--- src/rtl/or1200_shadowstk_rs_pkg.sv ---
// ----------------------------------------------------------------------------
// or1200_shadowstk_rs_pkg
// Shared definitions for the OR1200 return-address shadow stack:
//   - default geometry (depth / address width)
//   - OR1200 major opcodes used by the call/return strobe decoder in or1200_ctrl
//   - stack operation encoding and the decode helper used by the stack top
// ----------------------------------------------------------------------------
package or1200_shadowstk_rs_pkg;

    localparam int OR1200_SSTK_DEPTH_DEF = 16;
    localparam int OR1200_SSTK_AW_DEF    = 32;

    // Major opcodes (insn[31:26]) mirrored from or1200_defines
    localparam logic [5:0] OR1200_OR32_JAL  = 6'h01;
    localparam logic [5:0] OR1200_OR32_JR   = 6'h11;
    localparam logic [5:0] OR1200_OR32_JALR = 6'h12;

    // Link register used by the return convention (l.jr r9)
    localparam logic [4:0] OR1200_SSTK_LR = 5'd9;

    typedef enum logic [1:0] {
        SSTK_OP_NONE = 2'b00,
        SSTK_OP_PUSH = 2'b01,
        SSTK_OP_POP  = 2'b10,
        SSTK_OP_SWAP = 2'b11
    } sstk_op_e;

    // Fold the accepted call/return strobes into one stack operation
    function automatic sstk_op_e sstk_decode(input logic push, input logic pop);
        sstk_op_e op;
        case ({pop, push})
            2'b01:   op = SSTK_OP_PUSH;
            2'b10:   op = SSTK_OP_POP;
            2'b11:   op = SSTK_OP_SWAP;
            default: op = SSTK_OP_NONE;
        endcase
        return op;
    endfunction

endpackage

--- src/rtl/or1200_shadowstk_rs_mem.sv ---
// ----------------------------------------------------------------------------
// or1200_shadowstk_rs_mem
// DEPTH x AW register file holding the shadow stack entries. One synchronous
// write port, one asynchronous read port. Contents are not reset.
// Ports:
//   clk    in   core clock
//   we     in   write enable
//   waddr  in   write address
//   wdata  in   write data
//   raddr  in   read address (the stack top, sp-1)
//   rdata  out  read data, combinational from raddr
// ----------------------------------------------------------------------------
module or1200_shadowstk_rs_mem
    import or1200_shadowstk_rs_pkg::*;
#(
    parameter int AW    = OR1200_SSTK_AW_DEF,
    parameter int DEPTH = OR1200_SSTK_DEPTH_DEF,
    parameter int PW    = $clog2(DEPTH)
) (
    input  logic          clk,
    input  logic          we,
    input  logic [PW-1:0] waddr,
    input  logic [AW-1:0] wdata,
    input  logic [PW-1:0] raddr,
    output logic [AW-1:0] rdata
);

    logic [AW-1:0] mem_r [DEPTH];

    // Entry write; storage is deliberately left unreset so it can map to RAM
    always_ff @(posedge clk) begin
        if (we) begin
            mem_r[waddr] <= wdata;
        end
    end

    assign rdata = mem_r[raddr];

endmodule

--- src/rtl/or1200_shadowstk_rs.sv ---
// ----------------------------------------------------------------------------
// or1200_shadowstk_rs
// Hardware return-address shadow stack beside or1200_ctrl. Committed calls push
// their link address, committed l.jr r9 pops the top entry and compares it with
// the actual return target. The compare result is registered (one cycle after
// the pop) together with an optional fault request to the exception unit.
// Ports:
//   clk, rst            core clock, asynchronous active-low reset
//   ex_freeze, enable   strobe qualifiers (strobes dropped if frozen/disabled)
//   fault_en            allow fault_req on mismatch
//   flush               synchronous stack clear (status kept)
//   clr_sts             synchronous clear of sticky ovf_sts / unf_sts
//   call_vld/call_link  committed call and its link value
//   ret_vld/ret_tgt     committed return and its actual target
//   chk_vld/chk_mis/chk_exp  compare pulse, mismatch flag, popped address
//   fault_req           mismatch & fault_en, aligned with chk_vld
//   ovf_sts/unf_sts     sticky overflow / underflow status
//   occ                 number of valid entries (0..DEPTH)
// ----------------------------------------------------------------------------
module or1200_shadowstk_rs
    import or1200_shadowstk_rs_pkg::*;
#(
    parameter int AW       = OR1200_SSTK_AW_DEF,
    parameter int DEPTH    = OR1200_SSTK_DEPTH_DEF,
    parameter int CW       = 5,
    parameter int OVF_WRAP = 1
) (
    input  logic          clk,
    input  logic          rst,
    input  logic          ex_freeze,
    input  logic          enable,
    input  logic          fault_en,
    input  logic          flush,
    input  logic          clr_sts,
    input  logic          call_vld,
    input  logic [AW-1:0] call_link,
    input  logic          ret_vld,
    input  logic [AW-1:0] ret_tgt,
    output logic          chk_vld,
    output logic          chk_mis,
    output logic [AW-1:0] chk_exp,
    output logic          fault_req,
    output logic          ovf_sts,
    output logic          unf_sts,
    output logic [CW-1:0] occ
);

    localparam int PW = $clog2(DEPTH);

    logic [PW-1:0] sp_r;
    logic [CW-1:0] occ_r;

    logic          accept_s;
    logic          push_s;
    logic          pop_s;
    logic          empty_s;
    logic          full_s;
    logic [PW-1:0] top_addr_s;
    logic [AW-1:0] top_data_s;
    sstk_op_e      op_s;

    logic          we_s;
    logic [PW-1:0] waddr_s;
    logic [PW-1:0] sp_nxt_s;
    logic [CW-1:0] occ_nxt_s;
    logic          cmp_s;
    logic          mis_s;
    logic          ovf_set_s;
    logic          unf_set_s;

    // Flush takes priority over strobes, so it masks them here
    assign accept_s   = !ex_freeze && enable;
    assign push_s     = accept_s && call_vld && !flush;
    assign pop_s      = accept_s && ret_vld && !flush;
    assign empty_s    = (occ_r == {CW{1'b0}});
    assign full_s     = (occ_r == CW'(DEPTH));
    assign top_addr_s = sp_r - PW'(1);
    assign op_s       = sstk_decode(push_s, pop_s);
    assign mis_s      = (top_data_s != ret_tgt);

    // Next-state decode for pointer, occupancy, write port and status set
    always_comb begin
        we_s      = 1'b0;
        waddr_s   = sp_r;
        sp_nxt_s  = sp_r;
        occ_nxt_s = occ_r;
        cmp_s     = 1'b0;
        ovf_set_s = 1'b0;
        unf_set_s = 1'b0;
        if (flush) begin
            sp_nxt_s  = {PW{1'b0}};
            occ_nxt_s = {CW{1'b0}};
        end else begin
            case (op_s)
                SSTK_OP_PUSH: begin
                    if (!full_s) begin
                        we_s      = 1'b1;
                        sp_nxt_s  = sp_r + PW'(1);
                        occ_nxt_s = occ_r + CW'(1);
                    end else if (OVF_WRAP != 0) begin
                        // circular: overwrite the oldest slot, occupancy pinned
                        we_s      = 1'b1;
                        sp_nxt_s  = sp_r + PW'(1);
                        ovf_set_s = 1'b1;
                    end else begin
                        ovf_set_s = 1'b1;
                    end
                end
                SSTK_OP_POP: begin
                    if (!empty_s) begin
                        sp_nxt_s  = top_addr_s;
                        occ_nxt_s = occ_r - CW'(1);
                        cmp_s     = 1'b1;
                    end else begin
                        unf_set_s = 1'b1;
                    end
                end
                SSTK_OP_SWAP: begin
                    if (!empty_s) begin
                        // compare the old top, then reuse its slot for the new link
                        we_s    = 1'b1;
                        waddr_s = top_addr_s;
                        cmp_s   = 1'b1;
                    end else begin
                        // nothing to pop; the push still goes in normally
                        unf_set_s = 1'b1;
                        we_s      = 1'b1;
                        sp_nxt_s  = sp_r + PW'(1);
                        occ_nxt_s = occ_r + CW'(1);
                    end
                end
                SSTK_OP_NONE: begin
                    we_s = 1'b0;
                end
                default: begin
                    we_s = 1'b0;
                end
            endcase
        end
    end

    or1200_shadowstk_rs_mem #(
        .AW    (AW),
        .DEPTH (DEPTH),
        .PW    (PW)
    ) u_mem (
        .clk   (clk),
        .we    (we_s),
        .waddr (waddr_s),
        .wdata (call_link),
        .raddr (top_addr_s),
        .rdata (top_data_s)
    );

    // Stack pointer and occupancy
    always_ff @(posedge clk or negedge rst) begin
        if (!rst) begin
            sp_r  <= {PW{1'b0}};
            occ_r <= {CW{1'b0}};
        end else begin
            sp_r  <= sp_nxt_s;
            occ_r <= occ_nxt_s;
        end
    end

    // Registered compare result and fault request; chk_exp holds between pops
    always_ff @(posedge clk or negedge rst) begin
        if (!rst) begin
            chk_vld   <= 1'b0;
            chk_mis   <= 1'b0;
            chk_exp   <= {AW{1'b0}};
            fault_req <= 1'b0;
        end else begin
            chk_vld   <= cmp_s;
            chk_mis   <= cmp_s && mis_s;
            fault_req <= cmp_s && mis_s && fault_en;
            if (cmp_s) begin
                chk_exp <= top_data_s;
            end else begin
                chk_exp <= chk_exp;
            end
        end
    end

    // Sticky status: a same-cycle set beats clr_sts
    always_ff @(posedge clk or negedge rst) begin
        if (!rst) begin
            ovf_sts <= 1'b0;
            unf_sts <= 1'b0;
        end else begin
            ovf_sts <= ovf_set_s || (ovf_sts && !clr_sts);
            unf_sts <= unf_set_s || (unf_sts && !clr_sts);
        end
    end

    assign occ = occ_r;

endmodule
--- config.mk ---
export PLATFORM = sky130hd
export DESIGN_NAME = or1200_shadowstk_rs
export DESIGN_NICKNAME = d
export VERILOG_FILES = /design/src/rtl/or1200_shadowstk_rs_pkg.sv /design/src/rtl/or1200_shadowstk_rs_mem.sv /design/src/rtl/or1200_shadowstk_rs.sv
export SDC_FILE = /design/constraint.sdc
export NUM_CORES = 1
export LEC_CHECK = 0
export ABC_AREA = 0
export BUFFER_PORTS_ARGS = -buffer_cell sky130_fd_sc_hd__buf_2
export CAP_MARGIN = 25
export CORE_MARGIN = 2
export CORE_UTILIZATION = 45
export DETAILED_ROUTE_END_ITERATION = 7
export PLACE_DENSITY = 0.67
export SLEW_MARGIN = 20
export SYNTH_ARGS = -nofsm -noshare
export SYNTH_HDL_FRONTEND = slang
export SYNTH_SLANG_ARGS = --single-unit
--- constraint.sdc ---
create_clock -name clk -period 6.05 [get_ports clk]
set_input_delay 0.605 -clock clk [delete_from_list [all_inputs] [get_ports clk]]
set_output_delay 0.605 -clock clk [all_outputs]
set_load 0.01 [all_outputs]
==> impl_metrics.py <==
metrics = {
    "setup_path": {
        "crit_slowest_cell": "dfrtp_4",
        "critical_path.max_stage_delay_ns": 0.80,
        "cp-start-kind": "register",
        "endpoint_kind": "register",
        "worstPathRequired_ns": 6.52,
        "cp_cell_sequence": "inv_2, ha_4, xor2_4, buf_4, mux4_1, mux2i_1, xor2_1, nand4_1, nor4_1, o22a_1, a21oi_1",
        "reg2reg_depth": 11,
        "r2r-start": "sp_r[0]",
        "worstSetupPathType": "reg2reg",
        "worst_ep_arrival_time_ns": 4.95,
        "crit_fanout": 31,
        "r2r_end": "chk_mis",
        "r2r_slack_ns": 1.57,
        "critPathLaunch": "sp_r[0]",
    },
    "cts": {
        "cts_max_level": 2,
        "cts_tree": "built",
        "cts_buffer_depth": 3,
        "cts.root.buffer_cell": "clkbuf_16",
        "clk_latency_ns": 0.62,
        "post-cts-setup-buffers": 0,
        "cts_buffers": 55,
        "hold_buffers": 0,
        "clkSinkCount": 558,
        "post_cts_resized": 0,
        "clk_pin_slew_ns": 0.07,
    },
    "logic_synthesis": {
        "synth_top_area_frac": 0.6520,
        "yosysUniqueCellTypes": 64,
        "synth.largest_area_cell": "edfxtp_1",
        "synth-seq-area-share": 0.7008,
        "ys_ff_latch": 558,
        "yosys_warnings": 0,
        "syn_inst": 1393,
        "synth_area_leaders": "edfxtp_1 65%, mux4_2 10%, dfrtp_1 4.9%, mux2i_1 3.6%, nand2_1 2.2%",
        "synthFlopType": "edfxtp_1",
        "synthArstFlopShare": 0.08244,
        "avgSynthCellArea_um2": 16.93,
        "synth_most_common_cell": "edfxtp_1",
        "syn_area_um2": 23580,
        "synth-edff-count": 512,
        "synth_nets": 1472,
        "synth_common_cells": "512 x edfxtp_1, 140 x nand2_1, 108 x mux4_2",
    },
    "power": {
        "power.share.clock": 0.345,
        "p_comb_frac": 0.186,
        "seqPwrFrac": 0.469,
        "switching_share": 0.2761,
        "powerDensity_nw_per_um2": 353.7,
        "fin_total_pwr_mw": 9.467,
        "internal-power_mw": 6.853,
        "power_leakage_nw": 9.053,
        "p_sw_mw": 2.614,
        "irDropWorstVdd_v": 0.0002556,
    },
    "finish": {
        "drive_above_1_share": 0.2409,
        "synthToLayoutAreaGrowth_pct": 13.51,
        "fin_nets": 1603,
        "nFillCells": 4173,
    },
    "sta": {
        "timing.fmax_ghz": 0.2234,
        "setup-violations-final": 0,
        "relSlewSlack": 0.3142,
        "fin_crit_sh": 0.7399,
        "fin_crit_ns": 4.476,
        "max_slew.worst_pin.slew_ns": 1.024,
        "finalSetupTns_ns": 0,
        "slew_violations": 0,
        "rsz0062_at_grt": "false",
        "clock_skew_ns": 0.03773,
        "final_hold_viol_count": 0,
    },
    "placed_design": {
        "dp_hpwl_mm": 39.99,
        "gp_congestion": 0.8863,
        "io_buffers": 114,
    },
    "drt": {
        "drt-pass1-iter-count": 6,
        "ant_nets": 0,
        "routed_wl_mm": 62.47,
        "drtIter0Drc": 1779,
        "wl_per_cell_um": 27.77,
        "vias_per_cell": 6.043,
        "drc": 0,
        "route.vias.total": 13597,
    },
    "grt": {
        "grt_pass1_wl_mm": 90.71,
        "antenna_found_initial": 3,
        "grt.total_usage": 0.2340,
        "grt_pass1_vias": 13266,
        "grt_overflow_total": 0,
        "grt_max_degree": 81,
    },
    "die": {
        "die_h_um": 232.9,
        "initial_utilization": 0.4569,
        "fp-row-count": 83,
        "design.core.area_um2": 51610,
        "boundaryPins": 115,
        "dieArea_um2": 54250,
        "die_w_um": 232.9,
    },
    "outcome": {
        "status": "completed",
    },
    "worst_hold_path": {
        "hp-class": "in2async",
    },
    "flow_run": {
        "drv_cap": 0,
    },
}
logic make-up after synthesis:
family          Yosys count  synth area share
flops                   558            0.7008
simple gates            319           0.06154
mux                     214            0.1529
compound gates          156           0.04356
buf+inv                  98           0.02181
xor+xnor                 42           0.01592
fa+ha+maj                 6          0.003502
cells in the final DEF (no fill, tap or decap), drive strengths merged, types with 4 or more instances in the layout:
| cell | netlist | routed |
|---|---|---|
| ha | 5 | 5 |
| o21ai | 50 | 50 |
| mux2 | 15 | 15 |
| a31oi | 9 | 9 |
| nand3 | 43 | 43 |
| a21oi | 25 | 25 |
| mux4 | 113 | 113 |
| and3 | 8 | 8 |
| nor2b | 16 | 16 |
| a211oi | 4 | 4 |
| xor2 | 18 | 18 |
| clkbuf | 20 | 76 |
| xnor2 | 24 | 24 |
| edfxtp | 512 | 512 |
| nor3 | 22 | 22 |
| o2111ai | 4 | 4 |
| and2 | 4 | 4 |
| a22oi | 8 | 8 |
| buf | 54 | 148 |
| o211ai | 5 | 5 |
| nand4 | 11 | 11 |
| o31ai | 5 | 5 |
| mux2i | 86 | 86 |
| o22ai | 6 | 6 |
| a2111oi | 5 | 5 |
| nand2b | 4 | 4 |
| o221ai | 4 | 4 |
| dfrtp | 46 | 46 |
| nor3b | 4 | 4 |
| clkinv | 2 | 22 |
| inv | 22 | 24 |
| nor2 | 56 | 56 |
| nor4 | 5 | 5 |
| nand2 | 140 | 140 |
cell type report:
class	count	area, µm²	area share
multi-input cells	737	6716	0.2509
clock buffers	76	1526	0.05703
repair buffers	148	863.3	0.03225
inverters	24	90.09	0.003365
well taps	680	850.8	0.03178
flip-flops and latches	558	16530	0.6175
diodes	1	2.502	0.00009348
clock inverters	26	188.9	0.007058
power groups by stage:
stage                     clock [mW]  sequential, mW  combinational [mW]
after detailed placement           0            4.52                1.73
after CTS                       3.31            4.44                1.74
after floorplan                    0            4.54                1.06
final                           3.26            4.44                1.76
after global placement             0            4.52                1.72
after global routing            3.45            4.45                1.89
flip-flops by register name, indices dropped and copies added (netlist names), 4 cells and up:
name	cells
u_mem.mem_r	512
occ	5
sp_r	4
chk_exp	32
worst max-delay path, delay by kind of cell (launching register included):
family                     cells  cell delay [ns]
AOI/OAI and AO/OA              2             0.31
buffers and inverters          2             0.51
xor gates and xnor gates       2             0.98
DFF                            1             0.80
and+or+nand+nor                2             0.48
muxes                          2             0.98
adders and majority gates      1             0.24
how the worst max path moves through the flow:
stage,to,depth (start not counted)
finish,chk_mis,11
global route,chk_mis,11
CTS,chk_mis,11
detailed placement,chk_mis,11
global placement,chk_mis,11
floorplan,u_mem.mem_r[8][0],15
routing by layer:
metal  wire length, µm  up-vias  share of wire  track usage
li1                  -     5801              -            -
met1             25420     6936           0.41       0.3259
met2             28750      744           0.46       0.3631
met3              6656      114           0.11      0.06422
met4              1629        2          0.026      0.06648
met5                11        -        0.00018            0
stage by stage:
step | utilization | area (µm²) | setup slack, ns | hold slack, ns | std cells
floorplan | - | 23580 | 1.081 | 0.3094 | 1393
global placement | 0.4850 | 25030 | 1.529 | 0.4536 | 2146
detailed placement | 0.4850 | 25030 | 1.550 | 0.4544 | 2146
CTS | 0.5182 | 26750 | 1.533 | 0.1303 | 2248
global route | 0.5186 | 26770 | 1.351 | 0.1619 | 2249
finish | 0.5186 | 26770 | 1.574 | 0.1200 | 2250
Power figures use the tool's default switching activity.
